===== config.mk =====
export PLATFORM = sky130hd
export DESIGN_NAME = pn_lfsr
export DESIGN_NICKNAME = d
export VERILOG_FILES = /design/src/rtl/mseq_ber_checker_pkg.sv /design/src/rtl/mseq_ber_checker_pn_lfsr.sv
export SDC_FILE = /design/constraint.sdc
export NUM_CORES = 1
export LEC_CHECK = 0
export CORE_AREA = 2 2 39 41
export DETAILED_ROUTE_END_ITERATION = 8
export DIE_AREA = 0 0 41 43
export SLEW_MARGIN = 20
export SYNTH_ARGS = -nofsm -noshare
export SYNTH_HDL_FRONTEND = slang
export SYNTH_SLANG_ARGS = --single-unit

===== constraint.sdc =====
create_clock -name clk_i -period 2.9 [get_ports clk_i]
set_clock_uncertainty 0.2 [all_clocks]
set_input_delay 0.58 -clock clk_i [delete_from_list [all_inputs] [get_ports clk_i]]
set_output_delay 0.58 -clock clk_i [all_outputs]
set_load 0.005 [all_outputs]

===== src/rtl/mseq_ber_checker_pkg.sv =====
// Shared types and defaults for the PN-sequence BER checker and its
// PN generator.
package mseq_ber_checker_pkg;

  typedef enum logic [1:0] {
    ST_LOAD   = 2'd0,
    ST_VERIFY = 2'd1,
    ST_LOCKED = 2'd2
  } mseq_state_e;

  // x^7 + x^6 + 1: feedback taps on the two oldest bits.
  localparam logic [6:0] PN_TAPS = 7'h60;

  localparam int DEF_LFSR_W         = 7;
  localparam int DEF_VERIFY_LEN     = 32;
  localparam int DEF_VERIFY_MAX_ERR = 2;
  localparam int DEF_WINDOW_LEN     = 1024;
  localparam int DEF_LOSS_THRESH    = 64;
  localparam int DEF_CNT_W          = 32;

endpackage


===== src/rtl/mseq_ber_checker_pn_lfsr.sv =====
// Fibonacci PN generator. shift_in_i=1 loads received bits (seeding),
// shift_in_i=0 runs free on its own feedback (flywheel / transmit source).
module pn_lfsr
  import mseq_ber_checker_pkg::*;
#(
  parameter int             W    = DEF_LFSR_W,
  parameter logic [W-1:0]   TAPS = W'(PN_TAPS)
) (
  input  logic         clk_i,
  input  logic         rst_i,
  input  logic         en_i,
  input  logic         shift_in_i,
  input  logic         din_i,
  output logic [W-1:0] nxt_o,
  output logic         pred_o
);

  logic [W-1:0] lfsr_q, lfsr_d;

  assign pred_o = ^(lfsr_q & TAPS);
  assign lfsr_d = {lfsr_q[W-2:0], (shift_in_i ? din_i : pred_o)};
  assign nxt_o  = lfsr_d;

  always_ff @(posedge clk_i) begin
    if (rst_i)     lfsr_q <= '0;
    else if (en_i) lfsr_q <= lfsr_d;
  end

endmodule


==> metrics.txt <==
status=finished, final reports clean; Root Buffer=clkbuf_4; die area=approximately 1800 µm²; cell family with most CP delay=buffers and inverters; vias in the first global route=between 200 and 250; Power Total=roughly 0.20 mW; max_cap viols=0; Post-CTS Setup Bufs=0; Crit path top cell by count=clkdlybuf4s50_1; die span in y=about 43 µm; RSZ-0062 raised after global routing=false; Reg with most FFs=lfsr_q; CP Cell Sequence=clkdlybuf4s50_1 > mux2i_1 > clkdlybuf4s50_1; synthesized area=around 340 µm²; GRT overflow=0; core area=between 1000 and 1500 µm²; Initial Util=24.8%; number of buffers created by CTS=3; clock buffer depth=2; Final Max Tran Viols=0; vias=about 260; Min Clock Period, post-route=about 2.6 ns; Synth Net Count=40; Slowest cell on crit path=clkdlybuf4s50_1; nets@finish=50; post-CTS resize count=0; period utilisation layout=about nine tenths; top post-synthesis cells by area=dfxtp_1, mux2i_1, buf_4, nor2_1, buf_6; largest area contributor in the netlist=dfxtp_1; met1 global-route usage=a little under an eighth; Crit Path Category=in2out; Worst VDD drop=0.249 mV; Slew @ Worst Pin=between 0.2 and 0.3 ns; largest net degree at the start of global routing=10; r2r startpoint=lfsr_q[5]; clk sinks=7; Total GRT Usage=a little under a tenth; CTS tree=built; Hold Vio Cnt, Final=0; Hold Path Class=reg2reg; Rows=14; GRT Max-Usage Layer=met1; antenna violations before repair=0; warnings from Yosys=0; Register-to-Register Setup Slack=approximately 1.9 ns; register area share after synthesis=40.9%; post-synth top area share=about 41%; area of the multi-input gates=between 100 and 150 µm²; Distinct cells, synth=12; Mean Syn Cell Area=a little under 10 µm²; worst-skew pair later-pin latency=0.24 ns; antenna-violating nets left=0; first-pass GRT wire length=~1100 µm; FF+latch area=between 100 and 150 µm²; share of layout cells above drive strength 1=under 10%; Global Route met2 Usage=between 10% and 20%; FILL cells=153; hold path depth=2; CP max FO=3; Slew HR=80.1%; Yosys reg bits=7; CTS H-tree depth=1; reg2reg end=lfsr_q[0]; Post-synth top cells=dfxtp_1, mux2i_1, buf_4, nor2_1, inv_1; Placer Congestion=about 0.63; most common flop cell mapped by yosys=dfxtp_1; Worst Reg-to-Reg Cells=2; IO Pins=13; Setup TNS=0 ns; Inserted Diodes=0; DR vias/cell=around 4.3; drt pass-1 iters=2; max incr delay on CP=approximately 0.51 ns; largest registers=lfsr_q x7; Leakage=0.193 nW; endpoints failing setup=0; port bufs=12; met3 Usage GRT=approximately 6.3%; endpoint type of the worst setup path=output pin; Cell Pwr Density=between 400 and 500 nW/µm²; Worst Hold Launch=lfsr_q[6]; CTS clk-pin slew, worst paths=around 0.05 ns; Initial DRC Count=3; Worst Hold End=lfsr_q[6]; Arrival @ worst endpoint=1.80 ns; Max Freq=~390 MHz; area grow syn2layout=32.8%; # DRC=0; flip-flop count of the largest register after layout=7; crit start category=input port; cts hold-fix bufs=0; average wire per standard cell=between 9 and 10 µm; EDFF count, synth=0; required time worst endpoint=approximately 2.1 ns; async set-or-reset flop fraction in the synthesized netlist=0%; DIE WIDTH=roughly 41 µm; CP bufs+invs=2; post-synthesis cell count=35; Total Wirelength=548 µm
-- kinds of logic after synthesis --
| family | share of synthesized area [%] |
|---|---|
| AOI/OAI and AO/OA | 2.56 |
| buffers and inverters | 20.1 |
| xor gates and xnor gates | 2.56 |
| and+or+nand+nor | 13.5 |
| muxes | 20.4 |
| DFF | 40.9 |
-- worst max-delay path by stage --
stage / endpoint / start / slack (ns) / cells past startpoint
finish: nxt_o[0] / shift_in_i / 0.32 / 3
floorplan: nxt_o[0] / shift_in_i / 1.36 / 1
CTS: nxt_o[0] / shift_in_i / 0.31 / 3
global route: nxt_o[0] / shift_in_i / 0.28 / 3
global placement: nxt_o[0] / shift_in_i / 0.34 / 3
detailed placement: nxt_o[0] / shift_in_i / 0.31 / 3
-- layer usage --
metal  up-vias  share of wire (%)
met4         0                1.8
met2         9                 43
met1       116                 47
met5         -                  0
li1        128                  -
met3         2                7.3
-- final cells by class --
cell class | count | share of cell area, %
Multi-Input combinational cell | 18 | 29.4
Tap cell | 16 | 4.40
Timing Repair Buffer | 13 | 28.0
Sequential cell | 7 | 30.8
Clock buffer | 4 | 5.77
Inverter | 2 | 1.65
-- per-stage QoR --
step | hold slack [ns] | utilization [%] | area, µm² | instances | setup WS (ns)
6_report | 0.314 | 32.9 | 455 | 60 | 0.319
5_1_grt | 0.362 | 32.9 | 455 | 60 | 0.276
4_1_cts | 0.324 | 32.9 | 455 | 60 | 0.307
3_5_place_dp | 0.311 | 31.0 | 429 | 56 | 0.307
3_3_place_gp | 0.295 | 31.0 | 429 | 56 | 0.340
2_1_floorplan | 0.282 | - | 343 | 35 | 1.36
-- tightest hold or removal path: stages, from the launching register on --
cell     delay, ns
dfxtp_1       0.34
mux2i_1       0.07
nor2_1        0.07
-- cells in the final DEF, fill, tap and decap left out --
| cell | instances |
|---|---|
| clkdlybuf4s50_1 | 12 |
| mux2i_1 | 7 |
| dfxtp_1 | 7 |
| nor2_1 | 6 |
| clkbuf_4 | 3 |
| inv_1 | 2 |
| xnor2_1 | 1 |
| nand2b_1 | 1 |
| or3b_1 | 1 |
| nand4b_1 | 1 |
| o221ai_1 | 1 |
| clkbuf_1 | 1 |
| buf_4 | 1 |
-- power by group --
part	internal, mW	switching (mW)	total [mW]
Sequential	0.0975	0.000751	0.0982
Clock	0.0523	0.0326	0.0849
Combinational	0.0122	0.00713	0.0193
Note: power is estimated with default switching activity, not from simulation.
